--- src/rtl/stroke_cmd_fifo.sv ---
// ---------------------------------------------------------------------------
// stroke_cmd_fifo
//   Registered single-clock FIFO that holds stroke commands between the
//   host-command parser and the pen/stepper sequencer. The registered 'full'
//   flag drives the beeper stage directly. A sticky overflow flag records
//   any command dropped because it was written while the FIFO was full.
//
// Ports
//   clk       in   system clock, all logic on posedge
//   rst       in   synchronous reset, active-high, overrides every input
//   wr_en     in   write request from parser
//   wr_data   in   command word to store
//   rd_en     in   read request from sequencer
//   rd_data   out  word popped by the previous accepted read (holds otherwise)
//   rd_valid  out  one-cycle pulse: rd_data holds a newly popped word
//   empty     out  occupancy == 0
//   full      out  occupancy == DEPTH
//   afull     out  occupancy >= AFULL_LVL
//   count     out  current occupancy, 0..DEPTH
//   overflow  out  sticky: a write was dropped because the FIFO was full
//   ovf_clr   in   clears overflow (a same-cycle new overflow wins)
// ---------------------------------------------------------------------------
module stroke_cmd_fifo #(
    parameter int DATA_W    = 16,
    parameter int ADDR_W    = 4,
    parameter int AFULL_LVL = 14
) (
    input  logic              clk,
    input  logic              rst,
    input  logic              wr_en,
    input  logic [DATA_W-1:0] wr_data,
    input  logic              rd_en,
    output logic [DATA_W-1:0] rd_data,
    output logic              rd_valid,
    output logic              empty,
    output logic              full,
    output logic              afull,
    output logic [ADDR_W:0]   count,
    output logic              overflow,
    input  logic              ovf_clr
);

    localparam int DEPTH = 2 ** ADDR_W;
    localparam int CNT_W = ADDR_W + 1;

    localparam logic [CNT_W-1:0] DEPTH_CNT = CNT_W'(DEPTH);
    localparam logic [CNT_W-1:0] AFULL_CNT = CNT_W'(AFULL_LVL);

    logic [DATA_W-1:0] mem [DEPTH];

    logic [ADDR_W-1:0] wr_ptr_q, wr_ptr_d;
    logic [ADDR_W-1:0] rd_ptr_q, rd_ptr_d;
    logic [CNT_W-1:0]  count_q, count_d;
    logic              empty_q, empty_d;
    logic              full_q, full_d;
    logic              afull_q, afull_d;
    logic              ovf_q, ovf_d;
    logic              rd_valid_q, rd_valid_d;
    logic [DATA_W-1:0] rd_data_q, rd_data_d;

    logic wr_acc;
    logic rd_acc;

    // Accept decisions use the registered flags, so a full FIFO rejects a
    // write even when a read frees a slot in the same cycle, and an empty
    // FIFO ignores a read even when a write arrives (no write-through).
    assign wr_acc = wr_en & ~full_q;
    assign rd_acc = rd_en & ~empty_q;

    // NOTE: every variable assigned in always_comb gets a default first, so
    // no path leaves it unassigned and no latch is inferred.
    always_comb begin
        wr_ptr_d   = wr_ptr_q;
        rd_ptr_d   = rd_ptr_q;
        count_d    = count_q;
        ovf_d      = ovf_q;
        rd_valid_d = rd_acc;
        rd_data_d  = rd_data_q;

        // Pointers are ADDR_W bits wide and wrap DEPTH-1 -> 0 naturally.
        if (wr_acc) begin
            wr_ptr_d = wr_ptr_q + ADDR_W'(1);
        end
        if (rd_acc) begin
            rd_ptr_d  = rd_ptr_q + ADDR_W'(1);
            rd_data_d = mem[rd_ptr_q];
        end

        if (wr_acc && !rd_acc) begin
            count_d = count_q + CNT_W'(1);
        end else if (!wr_acc && rd_acc) begin
            count_d = count_q - CNT_W'(1);
        end

        // Flags are derived from the next count so they move with count.
        empty_d = (count_d == '0);
        full_d  = (count_d == DEPTH_CNT);
        afull_d = (count_d >= AFULL_CNT);

        // A new overflow takes priority over a clear in the same cycle.
        if (wr_en && full_q) begin
            ovf_d = 1'b1;
        end else if (ovf_clr) begin
            ovf_d = 1'b0;
        end
    end

    // NOTE: sequential state uses non-blocking assignments only, so every
    // flop samples the pre-edge values regardless of statement order.
    always_ff @(posedge clk) begin
        if (rst) begin
            wr_ptr_q   <= '0;
            rd_ptr_q   <= '0;
            count_q    <= '0;
            empty_q    <= 1'b1;
            full_q     <= 1'b0;
            afull_q    <= 1'b0;
            ovf_q      <= 1'b0;
            rd_valid_q <= 1'b0;
            rd_data_q  <= '0;
        end else begin
            wr_ptr_q   <= wr_ptr_d;
            rd_ptr_q   <= rd_ptr_d;
            count_q    <= count_d;
            empty_q    <= empty_d;
            full_q     <= full_d;
            afull_q    <= afull_d;
            ovf_q      <= ovf_d;
            rd_valid_q <= rd_valid_d;
            rd_data_q  <= rd_data_d;
        end
    end

    // NOTE: the storage array has no reset; stale words are unreachable
    // because the pointers and count are reset, and leaving it out lets the
    // array map onto plain RAM.
    always_ff @(posedge clk) begin
        if (wr_acc && !rst) begin
            mem[wr_ptr_q] <= wr_data;
        end
    end

    assign rd_data  = rd_data_q;
    assign rd_valid = rd_valid_q;
    assign empty    = empty_q;
    assign full     = full_q;
    assign afull    = afull_q;
    assign count    = count_q;
    assign overflow = ovf_q;

endmodule

--- config.mk ---
export PLATFORM = sky130hd
export DESIGN_NAME = stroke_cmd_fifo
export DESIGN_NICKNAME = d
export VERILOG_FILES = /design/src/rtl/stroke_cmd_fifo.sv
export SDC_FILE = /design/constraint.sdc
export NUM_CORES = 1
export LEC_CHECK = 0
export CORE_MARGIN = 5
export CORE_UTILIZATION = 63
export CTS_CLUSTER_SIZE = 30
export DETAILED_ROUTE_END_ITERATION = 8
export MAX_ROUTING_LAYER = met4
export PLACE_DENSITY = 0.82
export SLEW_MARGIN = 20
export SYNTH_ARGS = -nofsm -noshare
export SYNTH_HDL_FRONTEND = slang
export SYNTH_SLANG_ARGS = --single-unit
--- constraint.sdc ---
create_clock -name clk -period 3.25 [get_ports clk]
set_input_delay 0.4875 -clock clk [delete_from_list [all_inputs] [get_ports clk]]
set_output_delay 0.4875 -clock clk [all_outputs]
set_load 0.005 [all_outputs]
Word level (Yosys, flattened, before mapping)
Memory sizes are Yosys's and may differ from the RTL's. A register that Yosys moved wholly into a read port is not among the register bits.
Index checks and enable logic that the tools add are counted.

cells by class
  $lt $le $gt $ge = 1
  eq/ne operators = 1
  mux-type cells = 6
  bitwise operators = 4
  add/sub/neg operators = 4
  reduce and logical (&&, ||, !) cells = 9

operators with widths
  operator             number
  $mux 5               2
  $add 4x1->4 const B  2
  $add 5x1->5 const B  1
  $eq 5x5->1 const B   1
  $ge 5x4->1 const B   1
  $logic_not 5->1      1
  $sub 5x1->5 const B  1
  $logic_and 1x1->1    4
  $mux 1               4
  $logic_not 1->1      3
  $and 1x1->1          2
  $not 1->1            2
  $reduce_bool 2->1    1

storage, ports and cells
  bits of input ports = 21
  memories = 1
  register bits after elaboration = 18
  RAM bits = 256

memories
  memory  depth  width  rd ports  clocked after Yosys merged registers in  write ports  RTL line  source
  mem     16     16     1         1                                        1            49        logic [DATA_W-1:0] mem [DEPTH];

Logic depth before layout (Yosys ltp)
Gate-level depths: netlist of the first run.

  depth in word-level cells = 7
  gate-level depth with buffers = 7

Worst setup path before layout of the first run
Ideal clock, no wire load.

  path kind = input to register
  start point = in rst
  end point = mem mem[11][0] (enable)
  arrival = 1.864 ns
  path buffers = 1
  path slack = 0.998 ns
  stages on the path = 3
  data required time = 2.862 ns
  path through = clkbuf_1 > or3b_2 > nor2_1

between the ends
  cells in the longest elaborated chain, start to end = 4

ends and longest elaborated chain
  what                          RTL line  source
  start: declaration            29        input logic rst,
  $logic_not 1->1               138       if (wr_acc && !rst) begin
  $logic_and 1x1->1             138
  $mux 1                        138
  $mux 1 (implied by the code)  139       mem[wr_ptr_q] <= wr_data;
  end: declaration              49

No other way between the ends.

==> qor.csv, run 1 <==
metric,value,unit
GRT Total Usage,0.267,
Root Buffer,clkbuf_16,
CP Class,flop to flop,
top-area cell type share of the netlist area,0.697,
cells taking the most area after synthesis,"edfxtp_1, mux4_2, dfxtp_1",
setup skew after layout,0.0104,ns
first-pass GRT wire length,38200,µm
Worst slew margin,0.487,
Peak Freq,414,MHz
Port Buf Inserts,46,
synth cell count leaders,"edfxtp_1, mux4_2, nor2_1, a21oi_1, dfxtp_1",
clock-pin transition on the worst setup and hold timing paths,0.06,ns
Core Region,17200,µm²
period utilisation layout,0.744,
HPWL after DPL,15300,µm
Worst setup SP type,flop,
Final nets,679,
largest net degree at the start of global routing,68,
max cap viols,0,
hold slack,0.469,ns
antenna diode count,0,
setup_tns,0,ns
run status,"finished, final reports clean",
Yosys top cell by area,edfxtp_1,
Synth warnings,0,
Die Ht,142,µm
DR WL/cell,28.1,µm
via/cell ratio,6.64,
Die Width,142,µm
Top Ports,47,
Post-Syn Instances,569,
CTS tree,built,
Resize count post-CTS,0,
Post-DRT Antenna Nets,0,
# fillers,906,
total gr overflow,0,
Remaining DRCs,0,
area of the multi-input gates,2480,µm²
initial antenna violation count,0,
WP data required,3.66,ns
Hold WC Path Type,flop to flop,
CP max FO,22,
setup bufs post-CTS,0,
Mapped Avg Cell Area,19.4,µm²
Worst IR Drop VDD,0.000525,V
Post-Syn Nets,597,
most numerous cell in the Yosys netlist,edfxtp_1,
Cell variety after synth,34,
Placer Congestion,0.885,
asr flop ratio synth,0,
Clock Sinks,290,
Initial Util,0.640,
cts bufs inserted,28,
vias,5959,
row count,48,
Pwr Density,642,nW/µm²
via count of the first global-routing pass,6073,
"Hold-fix buffers, CTS",0,
Pre-antenna DRT Iters,6,
Reg area,8370,µm²
register area share after synthesis,0.758,
Post-Syn Area,11000,µm²
unrepaired setup endpoints after global routing,no,
area grow syn2layout,16.6,%
Post-Route WL,25200,µm
share of cells above drive strength 1,0.223,
Main synth FF type,edfxtp_1,
Post-synth EDFFs,256,
Slew Limit Fails,0,
Clock H-tree levels,1,
number of setup violations in the final report,0,
CTS max path bufs,3,
Crit. End Element,flop,
Pleak,4.13,nW
latest clock arrival within the worst-skew pair,0.54,ns
final core utilization,0.746,
worst slew pin tran,0.767,ns
worst path arrival time,2.82,ns
final hold violations,0,
Tmin final,2.42,ns
initial DRC count,790,
die area,20300,µm²
Yosys reg bits,290,
## placed cells by master, fill, tap and decap left out, types with 2 or more instances in the layout
cell type	synthesis	routed
edfxtp_1	256	256
mux4_2	64	64
clkdlybuf4s50_1	0	46
nor2_1	48	43
a21oi_1	37	37
buf_4	0	34
a22oi_1	33	33
dfxtp_1	34	32
clkbuf_16	0	29
nand2_1	13	13
ha_1	7	7
clkinv_1	0	7
inv_1	6	6
clkinv_2	0	6
nor2b_1	5	5
nor2_2	0	5
xor2_1	5	5
nand3_1	5	5
clkbuf_1	11	4
bufinv_16	0	4
nand2b_1	3	3
xnor2_1	3	3
o21ai_0	3	3
buf_12	0	3
or3_1	2	2
nand4_1	2	2
## through the flow
stage               setup slack [ns]  power (mW)  cell area [µm²]  cells
floorplan                      0.998        4.74            11000    569
global placement               0.651        5.02            11900    846
detailed placement             0.559        5.05            11900    846
CTS                            0.764        8.29            12900    898
global route                   0.630        8.53            12900    898
finish                         0.832        8.26            12900    898
## critical path, cell delays in order, from the launching register on
cell and delay, ns:
dfxtp_4 0.66, buf_4 0.33, mux4_2 0.53, a22oi_1 0.35, a21oi_1 0.14, a21oi_1 0.18
nor2_1 0.08
## power by group
part	switching [mW]	internal, mW	total [mW]
clock network	1.33	1.94	3.26
logic	0.406	0.385	0.791
registers	0.0770	4.13	4.20
## final cells by class
type,instances,area share
multi-input combinational,242,0.193
timing repair buffer,83,0.0603
tap,225,0.0219
inverter,6,0.00175
clock buffer,33,0.0576
clock inverter,19,0.0147
sequential,290,0.651
## cells by family (layout without fill, tap and decap cells)
| group | Yosys count | count (layout) | synth area share |
|---|---|---|---|
| flip-flops | 290 | 290 | 0.758 |
| AND/OR/NAND/NOR | 83 | 83 | 0.0331 |
| AO/OA/AOI/OAI | 79 | 79 | 0.0449 |
| multiplexers | 65 | 65 | 0.132 |
| buffers and inverters | 37 | 141 | 0.0178 |
| XOR/XNOR | 8 | 8 | 0.00635 |
| adder cells (fa/ha/maj) | 7 | 7 | 0.00794 |
## path summary, 6_finish.rpt
check	to	slack, ns	depth (start not counted)	startpoint
max	rd_data[6]	0.83	6	rd_ptr_q[0]
min	overflow	0.47	2	overflow
max reg2reg	rd_data[6]	0.83	6	rd_ptr_q[0]
min reg2reg	overflow	0.47	2	overflow
## flip-flops by register name (all words and copies together), names as in the netlist
register and count:
overflow 1, count 5, full 1, rd_ptr_q 4, rd_data 16, rd_valid 1, mem 256, wr_ptr_q 4
empty 1, afull 1
## layer usage
layer  vias to the layer above  global-route usage  share of wire
met5                         -                   -              0
met4                         0              0.0670          0.025
met3                        57              0.0595           0.11
met2                       424               0.425           0.50
met1                      3009               0.359           0.37
li1                       2469                   -              -
(Power assumes the default switching activity.)
==> run 2: changes to the inputs <==
--- a/config.mk
+++ b/config.mk
@@ -6,11 +6,11 @@
 export NUM_CORES = 1
 export LEC_CHECK = 0
 export CORE_MARGIN = 5
-export CORE_UTILIZATION = 63
+export CORE_UTILIZATION = 54
 export CTS_CLUSTER_SIZE = 30
 export DETAILED_ROUTE_END_ITERATION = 8
 export MAX_ROUTING_LAYER = met4
-export PLACE_DENSITY = 0.82
+export PLACE_DENSITY = 0.75
 export SLEW_MARGIN = 20
 export SYNTH_ARGS = -nofsm -noshare
 export SYNTH_HDL_FRONTEND = slang
==> constraint.sdc (replaced) <==
create_clock -name clk -period 2.13 [get_ports clk]
set_input_delay 0.3195 -clock clk [delete_from_list [all_inputs] [get_ports clk]]
set_output_delay 0.3195 -clock clk [all_outputs]
set_load 0.005 [all_outputs]
==> qor.csv, run 2 (synthesis results as in run 1) <==
metric,value,unit,change
run status,"finished, final reports clean",,
Die Ht,153,µm,+7.4%
Hold WC Path Type,input port to flop,,
DR WL/cell,22.4,µm,-20%
# fillers,1362,,+50%
row count,52,,+8.3%
via/cell ratio,5.88,,-11%
die area,23400,µm²,+15%
clock network fraction of total power,0.384,,-0.011
Finished Cell Area,13000,µm²,+1.3%
Resize count post-CTS,0,,unchanged
Crit. End Element,flop,,
Pleak,4.16,nW,+0.63%
WP data required,2.54,ns,-1.12 ns
Combinational Power Share,0.097,,about the same
post-place setup slack,-0.0153,ns,-0.575 ns
area grow syn2layout,18.1,%,
setup skew after layout,0.0171,ns,+0.00669 ns
first-pass GRT wire length,33500,µm,-12%
Cell Count Post-Placement,895,,+5.8%
Initial Util,0.547,,-0.0931
antenna diode count,0,,unchanged
Largest Register,mem,,
latest clock arrival within the worst-skew pair,0.54,ns,about the same
Flop pwr share,0.519,,+0.010
setup_tns,0,ns,unchanged
GRT Total Usage,0.188,,-0.0792
Tmin final,1.94,ns,-0.477 ns
HPWL after DPL,14100,µm,-8.0%
CP Class,flop to flop,,
Placer Congestion,0.820,,-7.4%
initial antenna violation count,0,,unchanged
number of flip-flops in the largest register,256,,unchanged
Slew Limit Fails,0,,unchanged
max cap viols,0,,unchanged
Int Power,9.68,mW,+50%
"most common cell after layout, fill and taps aside",edfxtp_1,,
period utilisation layout,0.911,,+0.167
Final nets,683,,+0.59%
"Hold-fix buffers, CTS",0,,unchanged
sw power,2.63,mW,+45%
Pwr Density,945,nW/µm²,+47%
post-layout worst setup margin,0.189,ns,-0.643 ns
fin cells,946,,+5.3%
CTS max path bufs,3,,unchanged
most frequent cells in the layout,"edfxtp_1, mux4_2, nor2_1",,
total gr overflow,0,,unchanged
hold slack,0.418,ns,-0.0509 ns
worst path arrival time,2.36,ns,-0.46 ns
worst slew pin tran,0.736,ns,-0.0307 ns
largest net degree at the start of global routing,35,,-49%
via count of the first global-routing pass,5855,,-3.6%
Clock H-tree levels,1,,unchanged
clock-pin transition on the worst setup and hold timing paths,0.06,ns,about the same
initial DRC count,430,,-46%
"Cell Area, Placed",12100,µm²,+1.7%
Worst IR Drop VDD,0.000705,V,+34%
Top Ports,47,,unchanged
sw frac,0.214,,-0.00537
setup bufs post-CTS,0,,unchanged
number of setup violations in the final report,0,,unchanged
final hold violations,0,,unchanged
CP max FO,21,,-4.5%
Core Region,20200,µm²,+17%
unrepaired setup endpoints after global routing,no,,
Post-Route WL,21200,µm,-16%
Worst slew margin,0.508,,+0.0205
Post-DRT Antenna Nets,0,,unchanged
Pre-antenna DRT Iters,5,,-1
share of cells above drive strength 1,0.219,,-0.00395
Port Buf Inserts,46,,unchanged
Die Width,153,µm,+7.4%
Worst setup SP type,flop,,
vias,5562,,-6.7%
CTS tree,built,,
Peak Freq,515,MHz,+25%
cts bufs inserted,28,,unchanged
Clock Sinks,290,,unchanged
Root Buffer,clkbuf_16,,
Remaining DRCs,0,,unchanged
-- run 2: cell count changes in the layout (fill, tap and decap cells not counted) --
cell        previous run  this run
clkbuf_8               0         3
clkinvlp_4             1         2
clkbuf_1               4         8
clkbuf_16             29        28
nor2_1                43        47
clkinv_1               7         4
buf_12                 3        13
buf_4                 34        28
nor2_2                 5         1
clkinv_2               6         3
clkinvlp_2             1         0
bufinv_16              4         2
clkinv_8               0         1
-- run 2: final timing paths --
kind | to | startpoint | slack, ns | cells after the start
setup / recovery | rd_data[8] | rd_ptr_q[0] | 0.19 | 6
hold / removal | overflow | wr_en | 0.42 | 3
setup reg to reg | rd_data[8] | rd_ptr_q[0] | 0.19 | 6
hold reg to reg | overflow | overflow | 0.48 | 2
-- run 2: cell type report --
| cell class | count | area (µm²) | area share |
|---|---|---|---|
| clock buffers | 39 | 772 | 0.0592 |
| clock inverters | 12 | 121 | 0.00931 |
| inverters | 6 | 22.5 | 0.00173 |
| multi-input cells | 242 | 2470 | 0.190 |
| flip-flops and latches | 290 | 8370 | 0.643 |
| well taps | 270 | 338 | 0.0259 |
| repair buffers | 87 | 931 | 0.0714 |
-- run 2: layer usage --
| layer | part of all wire | global-route usage | up-vias |
|---|---|---|---|
| met4 | 0.022 | 0.0429 | 0 |
| met2 | 0.48 | 0.298 | 180 |
| met1 | 0.44 | 0.265 | 2868 |
| li1 | - | - | 2470 |
| met3 | 0.057 | 0.0260 | 44 |
| met5 | 0 | - | - |
-- run 2: worst max-delay path, stage by stage, from the launching register on --
cell and delay, ns:
dfxtp_4 0.48, buf_12 0.24, mux4_2 0.52, a22oi_1 0.29
a21oi_1 0.10, a21oi_1 0.13, nor2_1 0.05
-- run 2: stage by stage --
step           power [mW]  utilization
2_1_floorplan        7.24            -
3_3_place_gp         7.67        0.602
3_5_place_dp         7.71        0.602
4_1_cts              12.4        0.646
5_1_grt              12.8        0.646
6_report             12.3        0.646
-- run 2: power by group through the flow --
stage | clock network [mW] | logic, mW | registers, mW
floorplan | 0 | 0.762 | 6.47
global placement | 0 | 1.17 | 6.50
detailed placement | 0 | 1.20 | 6.51
CTS | 4.81 | 1.21 | 6.39
global route | 5.07 | 1.30 | 6.40
finish | 4.72 | 1.19 | 6.39
==> run 3: changes to the inputs <==
--- a/config.mk
+++ b/config.mk
@@ -5,6 +5,7 @@
 export SDC_FILE = /design/constraint.sdc
 export NUM_CORES = 1
 export LEC_CHECK = 0
+export CAP_MARGIN = 10
 export CORE_MARGIN = 5
 export CORE_UTILIZATION = 54
 export CTS_CLUSTER_SIZE = 30
==> constraint.sdc (replaced) <==
create_clock -name clk -period 2.13 [get_ports clk]
set_input_delay 0.3195 -clock clk [delete_from_list [all_inputs] [get_ports clk]]
set_output_delay 0.3195 -clock clk [all_outputs]
set_load 0.02 [all_outputs]
==> results of run 3 <==
The final DEF is identical to that of run 2. Status: finished, final reports clean.
Main changes from that run: setup slack after layout 0.189 ns -> 0.168 ns; start point of the critical path rd_ptr_q[0] -> count[2]; end point of the critical path rd_data[8] -> count[2]; total power 12.3 mW -> 12.4 mW
